`src/rtl/hid_report_parser.sv`:
```
// rtl/hid_report_parser.sv - boot-protocol mouse report reassembler with framing and timeout checks
//
// Purpose:
//   Collects the byte stream of a boot-protocol mouse report (buttons, X, Y,
//   optional wheel) into one parallel report word with a valid/ready handshake.
//   Packets of the wrong length are flagged on err_len. A report that stalls
//   between bytes for TIMEOUT_CYCLES cycles is discarded and flagged on
//   err_timeout. Good reports are counted in rpt_count, which saturates.
//
// Ports:
//   clk, rst_n              clock, asynchronous active-low reset
//   rx_data/rx_valid/
//   rx_last/rx_ready        inbound byte stream; rx_last marks the packet end
//   usb_configured          low flushes the parser and sinks every byte
//   rpt_buttons/x/y/wheel   assembled report (X/Y/wheel are signed)
//   rpt_valid/rpt_ready     report handshake
//   err_len, err_timeout    one-cycle error pulses
//   rpt_count               saturating count of good reports
//
// Optional feature (macro HID_ACCUM_EN):
//   rx_ready is never throttled by a pending report. A report that completes
//   while an earlier one is still held, with no handshake that cycle, is merged
//   into it: X/Y/wheel add with signed saturation to [-127, +127] and the
//   buttons take the newest value. Without the macro, a pending report
//   back-pressures the byte stream.
module hid_report_parser #(
  parameter int unsigned HAS_WHEEL      = 1,
  parameter int unsigned TIMEOUT_CYCLES = 1024
) (
  input  logic        clk,
  input  logic        rst_n,
  input  logic [7:0]  rx_data,
  input  logic        rx_valid,
  input  logic        rx_last,
  output logic        rx_ready,
  input  logic        usb_configured,
  output logic [2:0]  rpt_buttons,
  output logic [7:0]  rpt_x,
  output logic [7:0]  rpt_y,
  output logic [7:0]  rpt_wheel,
  output logic        rpt_valid,
  input  logic        rpt_ready,
  output logic        err_len,
  output logic        err_timeout,
  output logic [15:0] rpt_count
);

  localparam bit                WHL      = (HAS_WHEEL != 0);
  localparam int unsigned       CNT_W    = $clog2(TIMEOUT_CYCLES + 1);
  localparam logic [CNT_W-1:0]  TMO_LAST = CNT_W'(TIMEOUT_CYCLES - 1);

  typedef enum logic [2:0] {S_BTN, S_X, S_Y, S_WHL, S_DROP} state_e;

  state_e           state_q;
  logic [2:0]       btn_sh_q;
  logic [7:0]       x_sh_q;
  logic [7:0]       y_sh_q;
  logic [CNT_W-1:0] tmo_cnt_q;

  logic [2:0]       rpt_buttons_q;
  logic [7:0]       rpt_x_q;
  logic [7:0]       rpt_y_q;
  logic [7:0]       rpt_wheel_q;
  logic             rpt_valid_q;
  logic             err_len_q;
  logic             err_timeout_q;
  logic [15:0]      rpt_count_q;

  logic             accept;
  logic             handshake;
  logic             final_byte;
  logic [7:0]       y_new;
  logic [7:0]       w_new;
  logic [7:0]       x_d;
  logic [7:0]       y_d;
  logic [7:0]       w_d;

`ifdef HID_ACCUM_EN
  function automatic logic [7:0] sat_add(input logic [7:0] a, input logic [7:0] b);
    logic signed [8:0] s;
    s = $signed({a[7], a}) + $signed({b[7], b});
    if (s > 9'sd127)       return 8'h7F;
    else if (s < -9'sd127) return 8'h81;
    else                   return s[7:0];
  endfunction

  assign rx_ready = 1'b1;
`else
  // While unconfigured every byte is sunk, so the stream is never stalled.
  assign rx_ready = !usb_configured || !rpt_valid_q || rpt_ready;
`endif

  assign accept     = rx_valid && rx_ready && usb_configured;
  assign handshake  = rpt_valid_q && rpt_ready;
  assign final_byte = (state_q == S_WHL) || ((state_q == S_Y) && !WHL);

  always_comb begin
    // On the final byte the last field comes straight from rx_data.
    y_new = WHL ? y_sh_q  : rx_data;
    w_new = WHL ? rx_data : 8'h00;
    x_d   = x_sh_q;
    y_d   = y_new;
    w_d   = w_new;
`ifdef HID_ACCUM_EN
    if (rpt_valid_q && !rpt_ready) begin
      x_d = sat_add(rpt_x_q, x_sh_q);
      y_d = sat_add(rpt_y_q, y_new);
      w_d = sat_add(rpt_wheel_q, w_new);
    end
`endif
  end

  always_ff @(posedge clk or negedge rst_n) begin
    if (!rst_n) begin
      state_q       <= S_BTN;
      btn_sh_q      <= '0;
      x_sh_q        <= '0;
      y_sh_q        <= '0;
      tmo_cnt_q     <= '0;
      rpt_buttons_q <= '0;
      rpt_x_q       <= '0;
      rpt_y_q       <= '0;
      rpt_wheel_q   <= '0;
      rpt_valid_q   <= 1'b0;
      err_len_q     <= 1'b0;
      err_timeout_q <= 1'b0;
      rpt_count_q   <= '0;
    end else begin
      err_len_q     <= 1'b0;
      err_timeout_q <= 1'b0;
      if (handshake) begin
        rpt_valid_q <= 1'b0;
      end

      if (!usb_configured) begin
        state_q     <= S_BTN;
        tmo_cnt_q   <= '0;
        rpt_valid_q <= 1'b0;
      end else if (accept) begin
        tmo_cnt_q <= '0;
        if (state_q == S_DROP) begin
          if (rx_last) begin
            state_q <= S_BTN;
          end
        end else if (final_byte) begin
          if (rx_last) begin
            // Later assignment overrides the handshake clear: no gap.
            rpt_buttons_q <= btn_sh_q;
            rpt_x_q       <= x_d;
            rpt_y_q       <= y_d;
            rpt_wheel_q   <= w_d;
            rpt_valid_q   <= 1'b1;
            if (rpt_count_q != 16'hFFFF) begin
              rpt_count_q <= rpt_count_q + 16'd1;
            end
            state_q <= S_BTN;
          end else begin
            err_len_q <= 1'b1;
            state_q   <= S_DROP;
          end
        end else if (rx_last) begin
          err_len_q <= 1'b1;
          state_q   <= S_BTN;
        end else begin
          case (state_q)
            S_BTN: begin
              btn_sh_q <= rx_data[2:0];
              state_q  <= S_X;
            end
            S_X: begin
              x_sh_q  <= rx_data;
              state_q <= S_Y;
            end
            default: begin
              y_sh_q  <= rx_data;
              state_q <= S_WHL;
            end
          endcase
        end
      end else if (state_q == S_BTN) begin
        tmo_cnt_q <= '0;
      end else if (rx_ready) begin
        // Idle cycle inside a report; cycles stalled by back-pressure do not count.
        if (tmo_cnt_q == TMO_LAST) begin
          err_timeout_q <= 1'b1;
          tmo_cnt_q     <= '0;
          state_q       <= S_BTN;
        end else begin
          tmo_cnt_q <= tmo_cnt_q + CNT_W'(1);
        end
      end
    end
  end

  assign rpt_buttons = rpt_buttons_q;
  assign rpt_x       = rpt_x_q;
  assign rpt_y       = rpt_y_q;
  assign rpt_wheel   = rpt_wheel_q;
  assign rpt_valid   = rpt_valid_q;
  assign err_len     = err_len_q;
  assign err_timeout = err_timeout_q;
  assign rpt_count   = rpt_count_q;

endmodule

```
`config.mk`:
```
export PLATFORM = sky130hd
export DESIGN_NAME = hid_report_parser
export DESIGN_NICKNAME = d
export VERILOG_FILES = /design/src/rtl/hid_report_parser.sv
export SDC_FILE = /design/constraint.sdc
export NUM_CORES = 1
export LEC_CHECK = 0
export CELL_PAD_IN_SITES_DETAIL_PLACEMENT = 0
export CELL_PAD_IN_SITES_GLOBAL_PLACEMENT = 1
export CORE_ASPECT_RATIO = 2
export CORE_MARGIN = 10
export CORE_UTILIZATION = 37
export DETAILED_ROUTE_END_ITERATION = 12
export PLACE_DENSITY = 0.84
export SYNTH_ARGS = -nofsm -noshare
export SYNTH_HDL_FRONTEND = slang
export SYNTH_SLANG_ARGS = --single-unit
export TNS_END_PERCENT = 1
```
`constraint.sdc`:
```
create_clock -name clk -period 1.9 [get_ports clk]
set_input_delay 0.19 -clock clk [delete_from_list [all_inputs] [get_ports clk]]
set_output_delay 0.19 -clock clk [all_outputs]
set_load 0.03 [all_outputs]
```
==> flow_summary.json <==
{
  "route.final.wire_length_um": 8667,
  "ys.flop_type": "dfrtp_1",
  "row_count": 50,
  "multi_input_area_um2": 1516,
  "grt_max_degree": 40,
  "htree_levels": 3,
  "ff2ff_setup_slack_ns": 0.08,
  "final-max-slew-violation-count": 0,
  "nets": 448,
  "yosys_warnings": 0,
  "cts_tree": "done",
  "worst_slew_pin_slew_ns": 0.5077,
  "vias_per_cell": 5.224,
  "synth-seq-cells": 79,
  "power_per_cell_area_nw_per_um2": 744.8,
  "wl_per_cell_um": 16.08,
  "die-width_um": 89.48,
  "fillers": 873,
  "core_area_um2": 9384,
  "status": "complete, no violations",
  "clock_path_buffers": 2,
  "fp.dieH_um": 159.0,
  "p_leak_nw": 2.270,
  "fmax_mhz": 549.0,
  "synthMuxAreaShare_pct": 6.865,
  "start_util_pct": 38.07,
  "yosys.area.top_type_share_pct": 55.34,
  "drive_above_1_share_pct": 20.23,
  "whs_ns": 0.3672,
  "fin_crit_sh_pct": 95.87,
  "syn-cell-area_um2": 3572,
  "ios": 61,
  "grt.total_usage_pct": 12.34,
  "startpoint_type": "flop",
  "synth_largest_area_cell": "dfrtp_1",
  "cts_buffers": 9,
  "synth_compound_area_share_pct": 7.075,
  "synthesis.nets": 356,
  "worstHoldPathType": "in2async",
  "via_count": 2816,
  "grt_pass1_wl_um": 13920,
  "min_period_ns": 1.822,
  "max_cap_violations": 0,
  "clk_latency_ns": 0.33,
  "synthAdderAreaFrac_pct": 1.401,
  "clock_skew_ns": 0.005318,
  "relSlewSlack_pct": 66.15,
  "drtIter0Drc": 107,
  "grt_pass1_vias": 2848,
  "antennaDiodeCount": 0,
  "hpwl_um": 6446,
  "drt_pass1_iterations": 4,
  "die_area_um2": 14220,
  "clock-sinks": 79,
  "synth_cells": 338,
  "worst_setup_hold_path_clk_slew_ns": 0.06,
  "overflow": 0,
  "setup_viol": 0,
  "crit_required_ns": 2.12,
  "gp_congestion": 0.8238,
  "areaGrowthSynthToFinish_pct": 35.41,
  "instances_no_fill": 539,
  "synth-xor-area-share_pct": 3.187,
  "synth.area.top_cells": "dfrtp_1 (55%), nand2_1 (9.7%), mux2_2 (6.3%)",
  "end_kind": "flop",
  "crit_arrival_ns": 2.04,
  "dp_cells": 521,
  "synth_edf_count": 0,
  "ys_seq_area_share_pct": 55.34,
  "ys_async_sr_fraction_pct": 100.0,
  "final-seq-area_um2": 1978,
  "synth_top_family_by_area": "simple AND/OR/NAND/NOR gates",
  "critical_path_class": "reg2reg",
  "cts_root_buf": "clkbuf_16",
  "hold_viol_final": 0,
  "drtAntennaViolNets": 0,
  "drc": 0,
  "yosys.area_share.simple_pct": 22.98,
  "ir_drop_mv": 0.4983,
  "syn-mean-instance-area_um2": 10.57,
  "antenna_found_initial": 0,
  "crit_fanout": 14,
  "io_buffer_count": 60,
  "synthDistinctLibCells": 44
}
## power breakdown
part | internal, mW | total (mW) | switching (mW)
clock | 0.921 | 1.61 | 0.685
combinational | 0.111 | 0.212 | 0.101
sequential | 1.75 | 1.78 | 0.0351
total | 2.78 | 3.60 | 0.822
## critical path, stage by stage, from the launching register on
cell	delay [ns]
dfrtp_1	0.38
ha_2	0.20
nand3_1	0.14
or4_4	0.56
buf_6	0.17
a32o_1	0.26
## cell families (layout without fill, tap and decap cells)
family                   Yosys count  after routing
AND/OR/NAND/NOR                  159            159
XOR/XNOR                          13             13
AO/OA/AOI/OAI                     38             38
multiplexers                      22             22
adder cells (fa/ha/maj)            4              4
flip-flops                        79             79
buffers and inverters             23            120
## synth_stat cells (5+ instances only)
cell type and number:
nand2_1 92, dfrtp_1 79, mux2_2 20, nand3_1 15
a31oi_1 11, inv_1 9, nand4_1 9, xor2_1 8
a21oi_1 7, nor2_1 7, buf_2 6, nor3_1 6
and4_1 5, clkbuf_1 5, o21ai_0 5, xnor2_1 5
## cells in the final DEF (no fill, tap or decap), types with 3 or more instances in the layout
cell,instances
o211ai_1,4
a31oi_1,11
clkdlybuf4s50_1,58
dfrtp_1,78
xor2_1,8
xnor2_1,5
a21oi_1,7
inv_1,9
ha_1,3
nand2_1,92
buf_12,3
nand4_1,9
and4_1,5
nand3_1,15
mux2_2,20
nor2_1,6
o21ai_0,5
buf_4,32
nor3_1,6
clkbuf_16,9
nor4_1,3
and3_1,4
nand3b_1,3
## sequential cells by signal, summed over array words and instances (netlist names)
name	flops
btn_sh_q	3
err_len	1
err_timeout	1
rpt_buttons	3
rpt_count	16
rpt_valid	1
rpt_wheel	8
rpt_x	8
rpt_y	8
state_q	3
tmo_cnt_q	11
x_d	8
y_d	8
## per-stage QoR
stage / power, mW / setup TNS (ns) / setup WS (ns) / area [um^2] / utilization [%]
after floorplan: 1.900 / -0.02742 / -0.003427 / 3582 / -
after global placement: 2.020 / -3.662 / -0.1182 / 4521 / 48.17
after detailed placement: 2.029 / -5.866 / -0.1696 / 4521 / 48.17
after CTS: 3.629 / 0 / 0.006188 / 4807 / 51.23
after global routing: 3.719 / -0.01319 / -0.01319 / 4837 / 51.55
final: 3.603 / 0 / 0.07840 / 4837 / 51.55
## layout make-up
class                   count  area share, %
flip-flops and latches     79          40.90
multi-input cells         236          31.35
repair buffers             95          18.65
clock buffers              11          5.018
well taps                 104          2.690
clock inverters             5         0.6984
inverters                   9         0.6984
## path summary, 6_finish.rpt
check,startpoint,end,depth (start not counted)
min in group clk,rx_data[7],rpt_wheel[7]$_DFFE_PN0P_,3
worst min register to register,x_d[6]$_DFFE_PN0P_,rpt_x[6]$_DFFE_PN0P_,2
worst max register to register,tmo_cnt_q[1]$_DFFE_PN0P_,tmo_cnt_q[1]$_DFFE_PN0P_,5
max in group asynchronous,rst_n,rpt_x[6]$_DFFE_PN0P_,3
worst max-delay path,tmo_cnt_q[1]$_DFFE_PN0P_,tmo_cnt_q[1]$_DFFE_PN0P_,5
worst min-delay path,rst_n,rpt_y[3]$_DFFE_PN0P_,2
## layer usage
layer  vias to the layer above  share of wire (%)  global-route usage (%)
met4                         0                2.4                   5.459
li1                       1365                  -                       -
met3                        12                4.9                   2.917
met5                         -                  0                       0
met1                      1384                 39                   13.21
met2                        55                 54                   21.70
## repair_timing
item                                   4_1_cts  5_1_grt
setup buffers                                0        1
hold buffers                                 1        0
setup endpoints to repair                    0       33
resized for setup                            0        5
endpoints found under the hold margin       36        0
Note: power is estimated with default switching activity, not from simulation.
